`src/rtl/multicycle_core.sv`:
```
// Multicycle RV32I core: one shared req/ready memory port, one ALU, one register file; MC_TRAP_EN traps unknown opcodes.
// 3-5 states per instruction plus wait cycles; mem_req/we/addr/wdata are held until mem_ready completes the access.
module multicycle_core #(
    parameter int                    WIDTH_DATA = 32,
    parameter int                    WIDTH_ADDR = 32,
    parameter logic [WIDTH_ADDR-1:0] RESET_PC   = '0
) (
    input  logic                  clk,
    input  logic                  rst,
    output logic                  mem_req,
    output logic                  mem_we,
    output logic [WIDTH_ADDR-1:0] mem_addr,
    output logic [WIDTH_DATA-1:0] mem_wdata,
    input  logic [WIDTH_DATA-1:0] mem_rdata,
    input  logic                  mem_ready,
    output logic                  retire,
    output logic [WIDTH_ADDR-1:0] pc_out,
    output logic                  illegal
);

    typedef enum logic [3:0] {
        st_idle, st_fetch, st_decode, st_memadr, st_memread, st_memwb, st_memwrite,
        st_execr, st_execi, st_aluwb, st_beq, st_jal
`ifdef MC_TRAP_EN
        , st_trap
`endif
    } state_t;

    localparam logic [6:0] op_load   = 7'b0000011;
    localparam logic [6:0] op_store  = 7'b0100011;
    localparam logic [6:0] op_reg    = 7'b0110011;
    localparam logic [6:0] op_imm    = 7'b0010011;
    localparam logic [6:0] op_branch = 7'b1100011;
    localparam logic [6:0] op_jal    = 7'b1101111;

    state_t                state, state_nx;
    logic [WIDTH_ADDR-1:0] pc, old_pc;
    logic [31:0]           ir;
    logic [WIDTH_DATA-1:0] mdr, a, b, alu_out;
    logic [WIDTH_DATA-1:0] rf [0:31];

    logic [6:0]            opcode;
    logic [4:0]            rs1, rs2, rd;
    logic [2:0]            funct3;
    logic signed [31:0]    imm_i, imm_s, imm_b, imm_j;
    logic [WIDTH_DATA-1:0] rd1, rd2, alu_b, alu_res;
    logic                  alu_lt, use_alu_addr, rf_we;

    assign opcode = ir[6:0];
    assign rd     = ir[11:7];
    assign funct3 = ir[14:12];
    assign rs1    = ir[19:15];
    assign rs2    = ir[24:20];

    assign imm_i = {{20{ir[31]}}, ir[31:20]};
    assign imm_s = {{20{ir[31]}}, ir[31:25], ir[11:7]};
    assign imm_b = {{19{ir[31]}}, ir[31], ir[7], ir[30:25], ir[11:8], 1'b0};
    assign imm_j = {{11{ir[31]}}, ir[31], ir[19:12], ir[20], ir[30:21], 1'b0};

    assign rd1 = (rs1 == 5'd0) ? '0 : rf[rs1];
    assign rd2 = (rs2 == 5'd0) ? '0 : rf[rs2];

    // Second ALU operand: register B for R-type, store offset for sw address, I-immediate otherwise.
    assign alu_b  = (state == st_execr) ? b :
                    (opcode == op_store) ? WIDTH_DATA'(imm_s) : WIDTH_DATA'(imm_i);
    assign alu_lt = $signed(a) < $signed(alu_b);

    always_comb begin
        alu_res = a + alu_b;
        if (state == st_execr || state == st_execi) begin
            case (funct3)
                3'b000:  alu_res = (state == st_execr && ir[30]) ? a - alu_b : a + alu_b;
                3'b010:  alu_res = {{(WIDTH_DATA-1){1'b0}}, alu_lt};
                3'b110:  alu_res = a | alu_b;
                3'b111:  alu_res = a & alu_b;
                default: alu_res = a + alu_b;
            endcase
        end
    end

    always_ff @(posedge clk or posedge rst) begin
        if (rst) state <= st_idle;
        else     state <= state_nx;
    end

    always_comb begin
        state_nx     = state;
        mem_req      = 1'b0;
        mem_we       = 1'b0;
        use_alu_addr = 1'b0;
        retire       = 1'b0;
        rf_we        = 1'b0;
        case (state)
            st_idle:   state_nx = st_fetch;
            st_fetch: begin
                mem_req = 1'b1;
                if (mem_ready) state_nx = st_decode;
            end
            st_decode: begin
                case (opcode)
                    op_load, op_store: state_nx = st_memadr;
                    op_reg:            state_nx = st_execr;
                    op_imm:            state_nx = st_execi;
                    op_branch:         state_nx = st_beq;
                    op_jal:            state_nx = st_jal;
`ifdef MC_TRAP_EN
                    default:           state_nx = st_trap;
`else
                    default:           state_nx = st_fetch;
`endif
                endcase
            end
            st_memadr: state_nx = (opcode == op_store) ? st_memwrite : st_memread;
            st_memread: begin
                mem_req      = 1'b1;
                use_alu_addr = 1'b1;
                if (mem_ready) state_nx = st_memwb;
            end
            st_memwrite: begin
                mem_req      = 1'b1;
                mem_we       = 1'b1;
                use_alu_addr = 1'b1;
                if (mem_ready) begin
                    retire   = 1'b1;
                    state_nx = st_fetch;
                end
            end
            st_memwb, st_aluwb: begin
                rf_we    = (rd != 5'd0);
                retire   = 1'b1;
                state_nx = st_fetch;
            end
            st_execr, st_execi, st_jal: state_nx = st_aluwb;
            st_beq: begin
                retire   = 1'b1;
                state_nx = st_fetch;
            end
            default: state_nx = state;
        endcase
    end

    assign mem_addr  = use_alu_addr ? WIDTH_ADDR'(alu_out) : pc;
    assign mem_wdata = b;
    assign pc_out    = old_pc;

`ifdef MC_TRAP_EN
    assign illegal = (state == st_trap);
`else
    assign illegal = 1'b0;
`endif

    always_ff @(posedge clk or posedge rst) begin
        if (rst) begin
            pc      <= RESET_PC;
            old_pc  <= RESET_PC;
            ir      <= '0;
            mdr     <= '0;
            a       <= '0;
            b       <= '0;
            alu_out <= '0;
        end else begin
            case (state)
                st_fetch: if (mem_ready) begin
                    ir     <= mem_rdata[31:0];
                    old_pc <= pc;
                    pc     <= pc + WIDTH_ADDR'(4);
                end
                st_decode: begin
                    a <= rd1;
                    b <= rd2;
                end
                st_memadr, st_execr, st_execi: alu_out <= alu_res;
                st_memread: if (mem_ready) mdr <= mem_rdata;
                st_beq: if (a == b) pc <= old_pc + WIDTH_ADDR'(imm_b);
                st_jal: begin
                    pc      <= old_pc + WIDTH_ADDR'(imm_j);
                    alu_out <= WIDTH_DATA'(old_pc + WIDTH_ADDR'(4));
                end
                default: ;
            endcase
        end
    end

    // Register file is deliberately left unreset; x0 is handled on the read side.
    always_ff @(posedge clk) begin
        if (rf_we) rf[rd] <= (state == st_memwb) ? mdr : alu_out;
    end

endmodule
```
`config.mk`:
```
export PLATFORM = sky130hd
export DESIGN_NAME = multicycle_core
export DESIGN_NICKNAME = d
export VERILOG_FILES = /design/src/rtl/multicycle_core.sv
export SDC_FILE = /design/constraint.sdc
export NUM_CORES = 2
export LEC_CHECK = 0
export BUFFER_PORTS_ARGS = -buffer_cell sky130_fd_sc_hd__buf_2
export CORE_UTILIZATION = 51
export CTS_CLUSTER_SIZE = 25
export DETAILED_ROUTE_END_ITERATION = 8
export GPL_TIMING_DRIVEN = 0
export PLACE_DENSITY_LB_ADDON = 0.08
export RECOVER_POWER = 50
export SLEW_MARGIN = 20
export SYNTH_ARGS = -nofsm -noshare
export SYNTH_HDL_FRONTEND = slang
export SYNTH_SLANG_ARGS = --single-unit
```
`constraint.sdc`:
```
create_clock -name clk -period 14.7 [get_ports clk]
set_input_delay 0.735 -clock clk [delete_from_list [all_inputs] [get_ports clk]]
set_output_delay 0.735 -clock clk [all_outputs]
set_load 0.05 [all_outputs]
```
---- After elaboration in Yosys (flattened, before gate mapping) ----
Memories as Yosys holds them, arrays and structs flattened.
Index checks and enable logic that the tools add are counted.
operators by class
  add/subtract/negate cells ............... 6
  multipliers ............................. 0
  div/mod/pow operators ................... 0
  $lt $le $gt $ge ......................... 1
  equality and inequality tests ........... 25
  shift operators ......................... 0
  mux-type cells .......................... 27
  bitwise operators ....................... 2
  reduce and logical (&&, ||, !) cells .... 22
operators with widths
  cell                     number
  $mux W32                 9
  $pmux W32 S4             1
  $add A32 B32 Y32         3
  $pmux W32 S3             1
  $add A32 B3 Y32 const B  2
  $pmux W32 S2             1
  $and A32 B32 Y32         1
  $eq A32 B32 Y1           1
  $lt A32 B32 Y1           1
  $or A32 B32 Y32          1
  $sub A32 B32 Y32         1
  $pmux W4 S7              1
  $pmux W4 S5              1
  $eq A4 B3 Y1 const B     4
  $eq A4 B4 Y1 const B     4
  $eq A7 B6 Y1 const B     2
  $eq A7 B7 Y1 const B     2
  $mux W4                  3
  $reduce_or A3 Y1         4
  $logic_not A5 Y1         2
  $eq A4 B2 Y1 const B     2
  $ne A2 B2 Y1 const B     4
  $eq A7 B2 Y1 const B     1
  $eq A7 B5 Y1 const B     1
  20 further kinds         30
storage, ports and cells
  flip-flop bits (word level) ............. 228
  bits in latches ......................... 0
  RAM bits ................................ 1,024
  bits in read-only memories .............. 0
  output and inout port bits .............. 100
  logic and storage cells ................. 92
  memories ................................ 1
memories
  memory  depth  bits a word  read ports  clocked after memory_dff  write ports  line  RTL
  rf      32     32           2           0                         1            40    logic [WIDTH_DATA-1:0] rf [0:31];

---- Longest topological paths before layout ----
  depth in word-level cells ............... 8
  gate-level depth with buffers ........... 20
  depth with buffers taken out ............ 19

---- Least setup slack after synthesis ----
Ideal clock, no wire load.
  path kind ............................... register -> register
  start point ............................. register ir[2]
  end point ............................... register alu_out[28]
  data arrival time ....................... 4.179 ns
  required time ........................... 14.574 ns
  slack ................................... 10.395 ns
  cell stages (with the launch flop) ...... 21
  buffers on the path ..................... 1
  clock period less this slack ............ 4.305 ns
  path through ............................ dfrtp_1 -> nor2_1 -> and3_1 -> nor3b_1 -> nor2b_1 -> clkbuf_1 -> mux2i_1 -> o21ai_0 -> ha_1 -> inv_1 -> fa_1 -> nor2b_1 -> o2111a_1 -> nor4b_4 -> nor4b_2 -> a211oi_4 -> o41ai_2 -> nor2_1 -> xnor2_1 -> nand2_1 -> a221o_1
on the way
  word-level cells in the longest chain between the ends .. 8
  elaborated cells between the ends (all ways) .. 9
RTL lines
  what                                                  line        RTL
  start, declared                                       38          logic [31:0] ir;
  start signal, assigned                                164         ir <= mem_rdata[31:0];
  $eq A7 B6 Y1 (*)                                      65          (opcode == op_store) ? WIDTH_DATA'(imm_s) : WIDTH_DATA'(imm_i);
  $mux W5 (*)                                           65
  $mux W32 (*)                                          64          assign alu_b = (state == st_execr) ? b :
  $add A32 B32 Y32 or $sub A32 B32 Y32 (tied branches)  69, 72, 76
  $mux W32                                              72          3'b000: alu_res = (state == st_execr && ir[30]) ? a - alu_b : a + alu_b;
  $pmux W32 S4                                          71          case (funct3)
  $mux W32 (*)                                          70          if (state == st_execr || state == st_execi) begin
  $pmux W32 S2 (*)                                      162         case (state)
  end signal, assigned                                  172         st_memadr, st_execr, st_execi: alu_out <= alu_res;
  end signal, assigned                                  177         alu_out <= WIDTH_DATA'(old_pc + WIDTH_ADDR'(4));
  end, declared                                         39          logic [WIDTH_DATA-1:0] mdr, a, b, alu_out;
Mark *: on every way between the ends. The rest lies on a longest branch, timed or not.
A chain may end at the register's enable or synchronous reset.

---- Final worst setup path ----
  start point ............................. register state[3]
  end point ............................... register alu_out[20]
on the way
  word-level cells in the longest chain between the ends .. 7
  elaborated cells between the ends (all ways) .. 17
RTL lines
  what                                                  line        RTL
  start, declared                                       36          state_t state, state_nx;
  start signal, assigned                                82          if (rst) state <= st_idle;
  start signal, assigned                                83          else state <= state_nx;
  $eq A4 B3 Y1                                          -
  $mux W32                                              64
  $add A32 B32 Y32 or $sub A32 B32 Y32 (tied branches)  69, 72, 76
  $mux W32                                              72
  $pmux W32 S4                                          71
  $mux W32                                              70
  $pmux W32 S2                                          162
Parallel ways exist; a longest one is shown, timed or not.

==> metrics.md <==
| Metric | Value |
|---|---|
| Status | `finished, violations left` |
| Violated checks | `capacitance limit, slew limit` |
| Die span in x | `359 um` |
| Initial DRC Count | `between 6000 and 7000` |
| Largest net degree at the start of global routing | `88` |
| Placed Cells | `6191` |
| Mapped Area | `64900 sq um` |
| Top cells by area, synth | `edfxtp_1, mux4_2, dfrtp_1` |
| Post-CTS Setup Bufs | `0` |
| Area of the multi-input gates | `27100 sq um` |
| Clock buffer count from CTS | `140` |
| Critical Path AT | `about 7.1 ns` |
| Ports | `approximately 140` |
| CTS root buf | `clkbuf_16` |
| Die area | `129000 sq um` |
| Highest Clock Rate | `154 MHz` |
| Share of the synthesized area in the top cell type | `a little under half` |
| Gate count of the mapped netlist | `~4300` |
| Fillers | `between 9000 and 10000` |
| Lkg Pwr | `25.4 nW` |
| Crit path capture type | `flop` |
| Antenna Nets Post-Route | `0` |
| PD cells | `between 200 and 300 nW/um^2` |
| Tcrit/Tclk final | `44.3%` |
| Register area | `36500 sq um` |
| Cell accounting for the most synthesized area | `edfxtp_1` |
| # nets final | `about 4900` |
| Fin crit period | `around 6.5 ns` |
| Routed via count | `44900` |
| Worst-margin pin slew | `roughly 4.1 ns` |
| Die Ht | `roughly 360 um` |
| Critical path startpoint category | `flop` |
| Final Max Slew Viols | `302` |
| Post-CTS sizing | `0` |
| TritonCTS clock tree | `built` |
| Final Hold Viols | `0` |
| Final HPWL DP | `roughly 180 mm` |
| Crit-path max FO | `10` |
| Worst Hold Class | `primary input to flop` |
| Async set-reset flop share out of synthesis | `a little under a fifth` |
| Dpl ws | `roughly 8.5 ns` |
| Power Total | `18.4 mW` |
| Num rows | `130` |
| PnR worst setup slack | `8.19 ns` |
| Max Cap Viol | `14` |
| Hold Crit Start | `mem_rdata[9]` |
| Area grow syn2layout | `13.2%` |
| Clock latency on the worst-skew pair | `0.81 ns` |
| Count of input and output buffers | `132` |
| Final Non-Filler Cells | `6456` |
| Drt first pass iters | `8` |
| Worst Hold Depth | `3` |
| Synthesized area per cell | `about 15 sq um` |
| Reg clk slew, reported paths | `approximately 0.06 ns` |
| Fraction of layout cells with a size suffix above 1 | `24.0%` |
| WL final | `245 mm` |
| Critical path data required time | `15.32 ns` |
| R2r endpoint | `alu_out[20]$_DFFE_PP0P_` |
| CTS Buffer Depth | `3` |
| Reg2Reg Setup Slack | `8.19 ns` |
| Critical path class | `flop to flop` |
| Distinct cells, synth | `94` |
| VDD IR-drop max | `143 uV` |
| Initial core utilization | `51.6%` |
| Final clock skew | `0.0368 ns` |
| RSZ-0062 raised after global routing | `no` |
| Post-synthesis sequential element count | `1252` |
| Most frequent cells in the layout | `edfxtp_1, mux4_2, nand2_1` |
| Overall routing resource usage | `38.3%` |
| Initial antenna violation count | `16` |
| Relative slew margins | `-175%` |
| Grt ovf | `0` |
| Register area share after synthesis | `56.2%` |
| Worst reg-to-reg path cell count | `19` |
| Vias in the first global route | `42800` |
| First-pass GRT wire length | `334 mm` |
| Synth warnings | `0` |
| # H-tree levels | `4` |
| Hold Path End | `ir[9]$_DFFE_PP0P_` |
| Setup TNS | `0 ns` |
| Via/cell ratio | `6.96` |
| Most common cell after layout, fill and taps aside | `edfxtp_1` |
| Remaining DRCs | `0` |
| CTS Sinks | `1252` |
| RD Place Congestion | `0.995` |
| EDFF count, synth | `1024` |
| WL per Instance | `37.9 um` |
| FF-to-FF Start | `state[3]$_DFFE_PP0P_` |
| Hold Buf Count CTS | `0` |
| Final setup viols | `0` |
| Dominant synthesized flop cell | `edfxtp_1` |
| Core Region | `approximately 130000 sq um` |
## critical path, stage by stage, from the launching register on
cell,delay [ns]
dfrtp_1,0.43
nand2b_1,0.20
nor2_1,0.50
clkbuf_1,0.61
clkbuf_1,0.46
nand2_1,0.09
o21ai_0,0.26
ha_1,0.31
inv_1,0.07
fa_1,0.44
nor2b_1,0.16
o21ai_0,0.24
o211ai_1,0.32
nand2_1,0.29
o21bai_1,0.21
a211oi_1,0.32
xnor2_1,0.18
o22ai_1,0.12
a221oi_1,1.01
nor2_1,0.11
## stage by stage
stage	utilization [%]	hold slack [ns]	instance area, sq um
floorplan	-	0.451	65000
global placement	53.8	0.472	67700
detailed placement	55.1	0.474	69400
CTS	58.7	0.0561	73900
global route	58.3	0.178	73400
finish	58.3	0.172	73400
## power breakdown
part | switching (mW) | internal (mW)
Sequential | 0.516 | 4.77
Combinational | 6.44 | 3.16
Clock | 1.52 | 2.00
Total | 8.48 | 9.94
## logic make-up (layout without fill, tap and decap cells)
| logic type | Yosys count | count (layout) | share of synthesized area, % |
|---|---|---|---|
| buffers and inverters | 403 | 845 | 2.45 |
| AOI/OAI and AO/OA | 715 | 715 | 7.21 |
| adders and majority gates | 133 | 133 | 2.59 |
| and+or+nand+nor | 875 | 875 | 5.99 |
| xor gates and xnor gates | 129 | 129 | 1.74 |
| DFF | 1252 | 1252 | 56.2 |
| muxes | 814 | 814 | 23.8 |
| other | 1 | 43 | 0.00578 |
## synth_stat cells, types with 20 or more instances
master / n
nand2_1: 446
xor2_1: 48
mux2i_1: 108
a21o_1: 35
nand2b_1: 23
buf_1: 58
nor2_1: 193
o21ai_0: 217
and3_1: 20
nor3_1: 33
o22ai_1: 48
mux4_2: 572
nand3_1: 51
o221ai_1: 34
inv_1: 107
a31oi_1: 26
ha_1: 129
a22o_1: 21
clkbuf_1: 185
a21oi_1: 149
buf_2: 37
edfxtp_1: 1024
xnor2_1: 81
mux2_2: 134
dfrtp_1: 228
a221oi_1: 26
## sequential cells by signal, indices dropped and copies added (netlist names)
signal / cells
a: 32
alu_out: 32
ir: 32
mdr: 32
mem_wdata: 32
pc: 32
pc_out: 32
rf: 1024
state: 4
## final cells by class
type / instances / share of cell area, %
diodes: 10 / 0.0341
clock inverters: 74 / 0.992
repair buffers: 187 / 2.22
clock buffers: 181 / 5.13
inverters: 114 / 0.584
multi-input cells: 2699 / 36.9
flip-flops and latches: 1252 / 49.6
well taps: 1650 / 2.81
plain buffers: 289 / 1.68
## per-layer routing
metal  part of all wire (%)  track usage [%]  vias up
li1                       -                -    17900
met1                     36             48.9    23200
met2                     45             58.4     3111
met3                     11             9.37      686
met4                    7.9             25.7       12
met5                  0.031                0        -
## worst max path at each step
stage	cells after the start	to	slack (ns)	startpoint
finish	19	alu_out[20]$_DFFE_PP0P_	8.19	state[3]$_DFFE_PP0P_
global route	3	a[29]$_DFFE_PP0P_	7.34	rst
CTS	19	alu_out[20]$_DFFE_PP0P_	8.44	state[3]$_DFFE_PP0P_
detailed placement	19	alu_out[20]$_DFFE_PP0P_	8.47	state[3]$_DFFE_PP0P_
global placement	2	a[18]$_DFFE_PP0P_	4.56	rst
floorplan	1	a[0]$_DFFE_PP0P_	7.72	rst
Note: power is estimated with default switching activity, not from simulation.
